==> src/rtl/home_appliance_ctrl.sv <==
// home_appliance_ctrl: settings register file for two fridges, two air
// conditioners and two washing machines, each washing machine with its own
// run sequencer.
//
// Ports:
//   clk, rst         : clock and synchronous active-high reset.
//   s0..s5           : command selector. {s0,s1} picks the device, s2 the unit,
//                      {s3,s4} the function, and s5 is a qualifier.
//   inp              : value written to fridge and AC settings.
//   wash/rinse/spin/cloth : washing machine program load values.
//   fridge, AC and WM outputs : current register contents. All are registered.
//
// Build option:
//   AC_TIMER_EN : when defined, each actimer counts down once per cycle and
//                 clears the matching acfan when it reaches zero.
module home_appliance_ctrl #(
  parameter int unsigned W = 5
) (
  input  logic         clk,
  input  logic         rst,
  input  logic         s0,
  input  logic         s1,
  input  logic         s2,
  input  logic         s3,
  input  logic         s4,
  input  logic         s5,
  input  logic [W-1:0] inp,
  output logic [W-1:0] fgt1, frt1, fgc1, frc1,
  output logic [W-1:0] fgt2, frt2, fgc2, frc2,
  output logic         ice1, ice2,
  output logic [W-1:0] actemp1, accap1, acfan1, actimer1,
  output logic [W-1:0] actemp2, accap2, acfan2, actimer2,
  input  logic [W-1:0] wash, rinse, spin, cloth,
  output logic [W-1:0] wash_out_1, rinse_out_1, spin_out_1, cloth_out_1,
  output logic [W-1:0] wash_out_2, rinse_out_2, spin_out_2, cloth_out_2
);

  localparam int unsigned NU = 2;

  logic [W-1:0] fgt_q [NU], fgt_d [NU];
  logic [W-1:0] frt_q [NU], frt_d [NU];
  logic [W-1:0] fgc_q [NU], fgc_d [NU];
  logic [W-1:0] frc_q [NU], frc_d [NU];
  logic         ice_q [NU], ice_d [NU];
  logic [W-1:0] act_q [NU], act_d [NU];
  logic [W-1:0] acc_q [NU], acc_d [NU];
  logic [W-1:0] acf_q [NU], acf_d [NU];
  logic [W-1:0] actm_q[NU], actm_d[NU];
  logic [W-1:0] wsh_q [NU], wsh_d [NU];
  logic [W-1:0] rns_q [NU], rns_d [NU];
  logic [W-1:0] spn_q [NU], spn_d [NU];
  logic [W-1:0] clo_q [NU], clo_d [NU];
  logic         run_q [NU], run_d [NU];

  logic [1:0] dev;
  logic [1:0] fn;
  assign dev = {s0, s1};
  assign fn  = {s3, s4};

  // Next-state: autonomous counting first, then the command overrides it.
  always_comb begin
    for (int u = 0; u < NU; u++) begin
      fgt_d[u]  = fgt_q[u];
      frt_d[u]  = frt_q[u];
      fgc_d[u]  = fgc_q[u];
      frc_d[u]  = frc_q[u];
      ice_d[u]  = ice_q[u];
      act_d[u]  = act_q[u];
      acc_d[u]  = acc_q[u];
      acf_d[u]  = acf_q[u];
      actm_d[u] = actm_q[u];
      wsh_d[u]  = wsh_q[u];
      rns_d[u]  = rns_q[u];
      spn_d[u]  = spn_q[u];
      clo_d[u]  = clo_q[u];
      run_d[u]  = run_q[u];
    end

    // WM sequencer: drain wash, then rinse, then spin; done when all are zero.
    for (int u = 0; u < NU; u++) begin
      if (run_q[u]) begin
        if (wsh_q[u] != '0)      wsh_d[u] = wsh_q[u] - W'(1);
        else if (rns_q[u] != '0) rns_d[u] = rns_q[u] - W'(1);
        else if (spn_q[u] != '0) spn_d[u] = spn_q[u] - W'(1);
        else                     run_d[u] = 1'b0;
      end
    end

`ifdef AC_TIMER_EN
    // AC timer countdown; a write to the timer this cycle takes precedence.
    for (int u = 0; u < NU; u++) begin
      if (actm_q[u] != '0 && !(dev == 2'b01 && fn == 2'b11 && s2 == 1'(u))) begin
        actm_d[u] = actm_q[u] - W'(1);
        if (actm_q[u] == W'(1)) acf_d[u] = '0;
      end
    end
`endif

    // Command decode; qualifiers are only examined where they matter.
    case (dev)
      2'b00: begin
        case (fn)
          2'b00: if (s5) frt_d[s2] = inp; else fgt_d[s2] = inp;
          2'b01: if (s5) frc_d[s2] = inp; else fgc_d[s2] = inp;
          2'b10: ice_d[s2] = inp[0];
          default: ;
        endcase
      end
      2'b01: begin
        case (fn)
          2'b00:   act_d[s2]  = inp;
          2'b01:   acc_d[s2]  = inp;
          2'b10:   acf_d[s2]  = inp;
          default: actm_d[s2] = inp;
        endcase
      end
      2'b10: begin
        if (!s3) begin
          if (!run_q[s2]) begin
            wsh_d[s2] = wash;
            rns_d[s2] = rinse;
            spn_d[s2] = spin;
            clo_d[s2] = cloth;
          end
        end else if (s5) begin
          run_d[s2] = 1'b0;
          wsh_d[s2] = '0;
          rns_d[s2] = '0;
          spn_d[s2] = '0;
          clo_d[s2] = '0;
        end else if (!run_q[s2]) begin
          run_d[s2] = 1'b1;
        end
      end
      default: ;
    endcase
  end

  // State registers.
  always_ff @(posedge clk) begin
    for (int u = 0; u < NU; u++) begin
      if (rst) begin
        fgt_q[u]  <= '0;
        frt_q[u]  <= '0;
        fgc_q[u]  <= '0;
        frc_q[u]  <= '0;
        ice_q[u]  <= 1'b0;
        act_q[u]  <= '0;
        acc_q[u]  <= '0;
        acf_q[u]  <= '0;
        actm_q[u] <= '0;
        wsh_q[u]  <= '0;
        rns_q[u]  <= '0;
        spn_q[u]  <= '0;
        clo_q[u]  <= '0;
        run_q[u]  <= 1'b0;
      end else begin
        fgt_q[u]  <= fgt_d[u];
        frt_q[u]  <= frt_d[u];
        fgc_q[u]  <= fgc_d[u];
        frc_q[u]  <= frc_d[u];
        ice_q[u]  <= ice_d[u];
        act_q[u]  <= act_d[u];
        acc_q[u]  <= acc_d[u];
        acf_q[u]  <= acf_d[u];
        actm_q[u] <= actm_d[u];
        wsh_q[u]  <= wsh_d[u];
        rns_q[u]  <= rns_d[u];
        spn_q[u]  <= spn_d[u];
        clo_q[u]  <= clo_d[u];
        run_q[u]  <= run_d[u];
      end
    end
  end

  assign fgt1 = fgt_q[0];  assign frt1 = frt_q[0];
  assign fgc1 = fgc_q[0];  assign frc1 = frc_q[0];
  assign fgt2 = fgt_q[1];  assign frt2 = frt_q[1];
  assign fgc2 = fgc_q[1];  assign frc2 = frc_q[1];
  assign ice1 = ice_q[0];  assign ice2 = ice_q[1];

  assign actemp1 = act_q[0];  assign accap1 = acc_q[0];
  assign acfan1  = acf_q[0];  assign actimer1 = actm_q[0];
  assign actemp2 = act_q[1];  assign accap2 = acc_q[1];
  assign acfan2  = acf_q[1];  assign actimer2 = actm_q[1];

  assign wash_out_1 = wsh_q[0];  assign rinse_out_1 = rns_q[0];
  assign spin_out_1 = spn_q[0];  assign cloth_out_1 = clo_q[0];
  assign wash_out_2 = wsh_q[1];  assign rinse_out_2 = rns_q[1];
  assign spin_out_2 = spn_q[1];  assign cloth_out_2 = clo_q[1];

endmodule

==> config.mk <==
export PLATFORM = sky130hd
export DESIGN_NAME = home_appliance_ctrl
export DESIGN_NICKNAME = d
export VERILOG_FILES = /design/src/rtl/home_appliance_ctrl.sv
export SDC_FILE = /design/constraint.sdc
export NUM_CORES = 1
export LEC_CHECK = 0
export ABC_AREA = 1
export CORE_MARGIN = 2
export CORE_UTILIZATION = 48
export DETAILED_ROUTE_END_ITERATION = 12
export HOLD_SLACK_MARGIN = 0.1
export MAX_ROUTING_LAYER = met4
export PLACE_DENSITY = 0.82
export SKIP_CTS_REPAIR_TIMING = 1
export SLEW_MARGIN = 10
export SYNTH_ARGS = -nofsm -noshare
export SYNTH_HDL_FRONTEND = slang
export SYNTH_SLANG_ARGS = --single-unit
==> constraint.sdc <==
create_clock -name clk -period 1.9 [get_ports clk]
set_input_delay 0.19 -clock clk [delete_from_list [all_inputs] [get_ports clk]]
set_output_delay 0.19 -clock clk [all_outputs]
set_load 0.1 [all_outputs]
# Word-level counts from Yosys, hierarchy flattened
# Memories as Yosys holds them, arrays and structs flattened.
# Index checks and enable logic that the tools add are counted.
# word_totals
out_inout_bits	122
mem_count	14
mem_bits_rw	124
word_cells	189
reg_bits	0
in_bits	33
# mem_list
name	words	width	read_ports	rd_ports_with_merged_regs	write_ports	line_no	text
acc_q	2	5	2	0	2	46	logic [W-1:0] acc_q [NU], acc_d [NU];
acf_q	2	5	2	0	2	47	logic [W-1:0] acf_q [NU], acf_d [NU];
act_q	2	5	2	0	2	45	logic [W-1:0] act_q [NU], act_d [NU];
actm_q	2	5	2	0	2	48	logic [W-1:0] actm_q[NU], actm_d[NU];
clo_q	2	5	2	0	2	52	logic [W-1:0] clo_q [NU], clo_d [NU];
fgc_q	2	5	2	0	2	42	logic [W-1:0] fgc_q [NU], fgc_d [NU];
8 more memories	--	--	--	--	--	--	
# classes
n_eq_ne	4
addsub	6
order_cmp	2
n_mux	116
n_reduce_logical	10
bitwise	37
# ops
cell	count
10-bit 2-to-1 mux	36
5-bit 2-to-1 mux	43
10-bit bitwise mux	12
10-bit bitwise AND	4
5-bit nonzero test	6
5-bit by 1-bit subtractor with 5-bit output (second input constant)	6
1-bit OR	28
1-bit 2-to-1 mux	16
2-bit 2-to-1 mux	6
10-bit inverter	1
5-bit demux with 1-bit select	1
2-bit by 1-bit equality test with 1-bit output (second input constant)	2
2-bit equality test (second input constant)	2
2-bit zero test	2
3-bit OR reduction	1
2-bit bitwise AND	1
2-bit bitwise mux	1
2-bit >= comparator (second input constant)	1
2-bit by 1-bit less-than comparator with 1-bit output (second input constant)	1
1-bit inverter with 2-bit output	1
2-bit inverter	1
2-bit OR	1
1-bit demux with 1-bit select	1
1-bit logical AND	1

# Depth between registers and ports, before layout
# Gate-level depths: netlist (run 1).
# depth
depth_word	11
depth_mapped	11
ltp_nobuf	11

# Worst setup path before layout (run 1)
# Ideal clock, no wire load.
# synth_timing
path_type	reg2reg
from	mem wsh_q[1][0]
to	mem wsh_q[1][0]
synth_period_minus_slack_ps	2112
arrival_ps	1997
path_slack_ps	-212
t_required_ps	1785
path_buffers	0
setup_ps	115
stages_incl_launch_ff	10
path_cell_list	dfxtp_1 inv_1 ha_1 inv_1 nor2_1 nand2_1 nand2_1 xor2_1 o21ai_0 inv_1
# synth_lines
element	line_no	text
start: declaration	49	logic [W-1:0] wsh_q [NU], wsh_d [NU];

==> results of run 1 <==
[metrics by stage]
stage                     area (um^2)  total power, mW  util, %
after detailed placement         6960             3.93     61.5
after CTS                        7540             7.08     66.6
final                            7540             7.06     66.6
after floorplan                  5540             3.62        -
after global placement           6960             3.91     61.5
after global routing             7540             7.30     66.6
[path summary, 6_finish.rpt]
kind	start	to	depth (start not counted)
setup / recovery	wsh_q[0][1]	spn_q[0][1]	11
hold / removal	cloth[0]	clo_q[0][0]	3
setup reg to reg	wsh_q[0][1]	spn_q[0][1]	11
hold reg to reg	ice_q[1]	ice_q[1]	2
[state kept, by name, indices dropped and copies added, names as in the netlist]
| name | cells |
|---|---|
| acc_q | 10 |
| fgc_q | 10 |
| ice_q | 2 |
| frc_q | 10 |
| clo_q | 10 |
| run_q | 2 |
| rns_q | 10 |
| act_q | 10 |
| actm_q | 10 |
| acf_q | 10 |
| spn_q | 10 |
| fgt_q | 10 |
| wsh_q | 10 |
| frt_q | 10 |
[power groups by stage]
| stage | sequential (mW) | clock (mW) | combinational [mW] |
|---|---|---|---|
| after detailed placement | 2.78 | 0 | 1.15 |
| after floorplan | 3.20 | 0 | 0.416 |
| after global routing | 2.73 | 3.33 | 1.24 |
| after CTS | 2.72 | 3.21 | 1.15 |
| after global placement | 2.78 | 0 | 1.13 |
| final | 2.73 | 3.18 | 1.16 |
[layout make-up]
class / instances / area, um^2
timing repair buffer: 177 / 1410
clock inverter: 15 / 154
clock buffer: 17 / 425
multi-input combinational: 499 / 2470
inverter: 106 / 400
tap: 143 / 179
fill: 987 / 3780
sequential: 124 / 2500
[synthesized netlist by cell type (all sizes together)]
cell / number / share of area (%)
a21oi: 110 / 10
buf: 11 / 1.6
clkbuf: 20 / 1.4
clkinv: 1 / 0.068
dfxtp: 124 / 45
ha: 6 / 1.4
inv: 105 / 7.2
nand2: 111 / 7.7
nand3: 81 / 7.9
nand4: 11 / 1.7
nor2: 81 / 6.0
nor3: 8 / 1.2
o21ai: 86 / 8.0
o21bai: 2 / 0.27
xor2: 3 / 0.48
[layer usage]
layer / part of all wire (%) / track usage (%) / wire (um)
met1: 43 / 31.7 / 6730
met2: 48 / 42.8 / 7590
met5: 0 / - / 0
met4: 1.2 / 6.67 / 196
met3: 8.3 / 7.71 / 1310
[worst register-to-register path, delay by kind of cell (launching register included)]
family                   cells  cell delay, ns
adder cells (fa/ha/maj)      1            0.18
buffers and inverters        3            0.18
flip-flops                   1            0.34
AND/OR/NAND/NOR              7            0.88
[kinds of logic (layout without fill, tap and decap cells)]
group	Yosys count	in the layout	synth area share [%]
AO/OA/AOI/OAI	198	198	18.5
XOR/XNOR	3	3	0.476
adder cells (fa/ha/maj)	6	6	1.36
buffers and inverters	137	315	10.2
flip-flops	124	124	45.0
AND/OR/NAND/NOR	292	292	24.5
[placed cells by master, fill, tap and decap left out, types with 5 or more instances in the layout]
master             n
nor2_2             7
nor2_1            73
dfxtp_2           12
dfxtp_1          112
inv_6              5
o21ai_0           82
clkbuf_16         17
inv_1            101
nand3_2            6
nand2_1          109
buf_4            145
nand4_1            7
nand3_1           75
a21oi_1          106
ha_1               6
clkdlybuf4s50_1   32
==> results.json, run 1 <==
{
  "status": "finished, final reports clean",
  "synth_cell_type_count": 31,
  "h-tree-depth": 4,
  "rsz0062_at_grt": "no",
  "crit_top_cell": "nand2_1",
  "nNetsFinal": 964,
  "grt_overflow": 0,
  "cp_top_family": "simple AND/OR/NAND/NOR gates",
  "cts_tree": "done",
  "min_period_over_period_pct": 89.3,
  "hpwl_um": 11100,
  "powerDensity_nw_per_um2": 937,
  "slowest_stage": "dfxtp_2",
  "clkTransAtPathRegs_ns": 0.06,
  "die_x_um": 111,
  "clock_power_share_pct": 45.0,
  "synth_nets": 799,
  "fmax_mhz": 589,
  "grt_pass1_vias": 5168,
  "die_h_um": 111,
  "drtAntennaViolNets": 0,
  "end_kind": "flop",
  "layout.cells.non_filler": 1081,
  "cts-root-buf": "clkbuf_16",
  "vias": 5628,
  "slowest_delay_ns": 0.34,
  "grt_start_max_net_pins": 53,
  "clk_latency_ns": 0.42,
  "fin_ws_ns": 0.203,
  "drive_gt1_share_pct": 23.9,
  "ios": 155,
  "clock_sinks": 124,
  "finalHoldWorstSlack_ns": 0.366,
  "maxCapViolCount": 0,
  "power.switching_mw": 2.25,
  "slew_headroom_pct": 72.0,
  "track_usage_pct": 26.1,
  "clock_path_buffers": 2,
  "pre_cts_ws_ns": 0.0237,
  "dpl.cell_count": 1049,
  "setup_violations": 0,
  "switching_share_pct": 31.9,
  "post-route-min-period_ns": 1.70,
  "tightest_slew_ns": 0.420,
  "ys_warn_count": 0,
  "wl_um": 15800,
  "antenna_found_initial": 0,
  "ys_seq_elements": 124,
  "synth_area_um2": 5520,
  "worstSetupPathType": "flop to flop",
  "core_um2": 11300,
  "place.gp.congestion": 0.875,
  "drt_pass1_iterations": 7,
  "initialDrtViolationCount": 377,
  "drcViolationCount": 0,
  "reg2reg_slack_ns": 0.20,
  "ir_worst_vdd_mv": 0.487,
  "tns_ns": 0,
  "rows": 39,
  "arrival_ns": 2.01,
  "dieArea_um2": 12400,
  "hold_path.class": "primary input to flop",
  "hold_violations": 0,
  "drv_slew": 0,
  "diodes": 0,
  "p_int_mw": 4.81,
  "start_util_pct": 48.8,
  "p_leak_nw": 3.29,
  "syn_avg_cell_area_um2": 7.27,
  "seq_power_share_pct": 38.6,
  "fin_skew_ns": 0.0220,
  "crit_required_ns": 2.21,
  "pwr-share-comb_pct": 16.4,
  "yosysSeqAreaShare_pct": 45.0,
  "numCtsBuffers": 17,
  "viasPerCell": 5.21,
  "wl_per_cell_um": 14.6,
  "crit_path_max_fanout": 5,
  "critPathBufInv": 3,
  "cp-start-kind": "flop",
  "numPortBuffers": 154,
  "grt_pass1_wl_um": 25400,
  "syn2layout_area_growth_pct": 36.6,
  "worstPathCellList": "inv_1, ha_1, inv_1, nor2_1, nand2_1, nor2_1, nand2_1, nand2_1, nand3_2, nand2_1, inv_1",
  "synthCells": 760
}
Power figures use the tool's default switching activity.
==> run 2: changes to the inputs <==
CORE_UTILIZATION = 52   (was 48)
PLACE_DENSITY = 0.88   (was 0.82)
SLEW_MARGIN = not set   (was 10)
clock period = 2 ns   (was 1.9 ns; I/O delays follow)
==> results.json, run 2 (synthesized netlist as in run 1, its figures left out) <==
{
  "grt_overflow": 0,
  "antenna_found_initial": 0,
  "hold_violations": 0,
  "clk_latency_ns": 0.52,
  "ios": 155,
  "place.gp.congestion": 0.879,
  "slew_headroom_pct": 72.6,
  "crit_path_max_fanout": 9,
  "viasPerCell": 5.28,
  "worstHoldPathCells": 3,
  "mostFrequentLayoutCells": "142 x buf_4, 118 x dfxtp_1, 109 x nand2_1",
  "end_kind": "flop",
  "r2r_cells": 9,
  "crit_required_ns": 2.42,
  "syn2layout_area_growth_pct": 35.8,
  "numPortBuffers": 154,
  "maxCapViolCount": 0,
  "cp-start-kind": "flop",
  "cts_tree": "done",
  "wl_um": 15500,
  "wl_per_cell_um": 14.5,
  "design_area_um2": 7500,
  "placed_area_um2": 6920,
  "cts-root-buf": "clkbuf_8",
  "dieArea_um2": 11500,
  "status": "finished, final reports clean",
  "fin_skew_ns": 0.00954,
  "fin_total_pwr_mw": 6.64,
  "numCtsBuffers": 17,
  "rows": 37,
  "min_period_over_period_pct": 83.8,
  "post-route-min-period_ns": 1.68,
  "grt_pass1_wl_um": 24900,
  "drt_pass1_iterations": 5,
  "layout_commonest_cell": "buf_4",
  "die_h_um": 107,
  "tns_ns": 0,
  "drtAntennaViolNets": 0,
  "grt_pass1_vias": 5231,
  "arrival_ns": 2.10,
  "start_util_pct": 53.5,
  "worstSetupPathType": "flop to flop",
  "drv_slew": 0,
  "powerDensity_nw_per_um2": 885,
  "tightest_slew_ns": 0.411,
  "clock_path_buffers": 2,
  "drive_gt1_share_pct": 23.0,
  "rsz0062_at_grt": "no",
  "vias": 5660,
  "diodes": 0,
  "core_um2": 10300,
  "p_leak_nw": 3.27,
  "track_usage_pct": 28.2,
  "ir_worst_vdd_mv": 0.509,
  "nNetsFinal": 961,
  "clkTransAtPathRegs_ns": 0.06,
  "setup_violations": 0,
  "hpwl_um": 10900,
  "grt_start_max_net_pins": 53,
  "h-tree-depth": 4,
  "drcViolationCount": 0,
  "initialDrtViolationCount": 389,
  "hold_path.class": "primary input to flop",
  "fmax_mhz": 597,
  "clock_sinks": 124,
  "die_x_um": 107
}
[run 2: changes by cell type in the layout (fill, tap and decap cells not counted)]
| cell | before | now |
|---|---|---|
| clkinvlp_4 | 2 | 1 |
| clkbuf_8 | 0 | 2 |
| buf_4 | 145 | 142 |
| clkbuf_16 | 17 | 16 |
| clkinv_2 | 1 | 0 |
| dfxtp_1 | 112 | 118 |
| inv_8 | 3 | 2 |
| clkinv_4 | 3 | 5 |
| dfxtp_2 | 12 | 6 |
[run 2: layout make-up]
| class | count | area (um^2) |
|---|---|---|
| fillers | 808 | 2830 |
| flip-flops and latches | 124 | 2490 |
| multi-input cells | 499 | 2470 |
| repair buffers | 174 | 1390 |
| clock buffers | 18 | 428 |
| inverters | 106 | 400 |
| well taps | 136 | 170 |
| clock inverters | 14 | 148 |
[run 2: final timing paths]
kind | startpoint | endpoint | slack (ns)
worst max-delay path | rns_q[0][0] | spn_q[0][0] | 0.32
worst min-delay path | cloth[2] | clo_q[0][2] | 0.27
worst max register to register | rns_q[0][0] | spn_q[0][0] | 0.32
worst min register to register | fgc_q[1][3] | fgc_q[1][3] | 0.44
[run 2: layer usage]
layer,GRT usage [%],share of wire [%]
met5,-,0
met4,9.74,2.4
met3,9.48,8.2
met2,45.1,48
met1,33.2,41
[run 2: where the power goes]
part           switching [mW]  internal (mW)  total [mW]  leakage (nW)
sequential             0.0557           2.53        2.59          1.01
combinational           0.816          0.281        1.10          1.99
clock                    1.23           1.73        2.95         0.281
total                    2.10           4.54        6.64          3.27
[run 2: stage by stage]
| step | util, % | worst slack (ns) | hold WS (ns) | std cells |
|---|---|---|---|---|
| 2_1_floorplan | - | 0.00606 | 0.335 | 760 |
| 3_3_place_gp | 67.0 | 0.185 | 0.432 | 1039 |
| 3_5_place_dp | 67.0 | 0.110 | 0.436 | 1039 |
| 4_1_cts | 72.6 | 0.344 | 0.259 | 1071 |
| 5_1_grt | 72.6 | 0.186 | 0.263 | 1071 |
| 6_report | 72.6 | 0.324 | 0.274 | 1071 |
[run 2: critical path: stages, from the launching register on]
cell	delay [ns]
dfxtp_2	0.34
inv_1	0.07
ha_1	0.26
nand3_2	0.21
nor2_1	0.34
nand2_1	0.12
nand2_1	0.09
nand3_2	0.05
nand2_1	0.06
inv_1	0.04
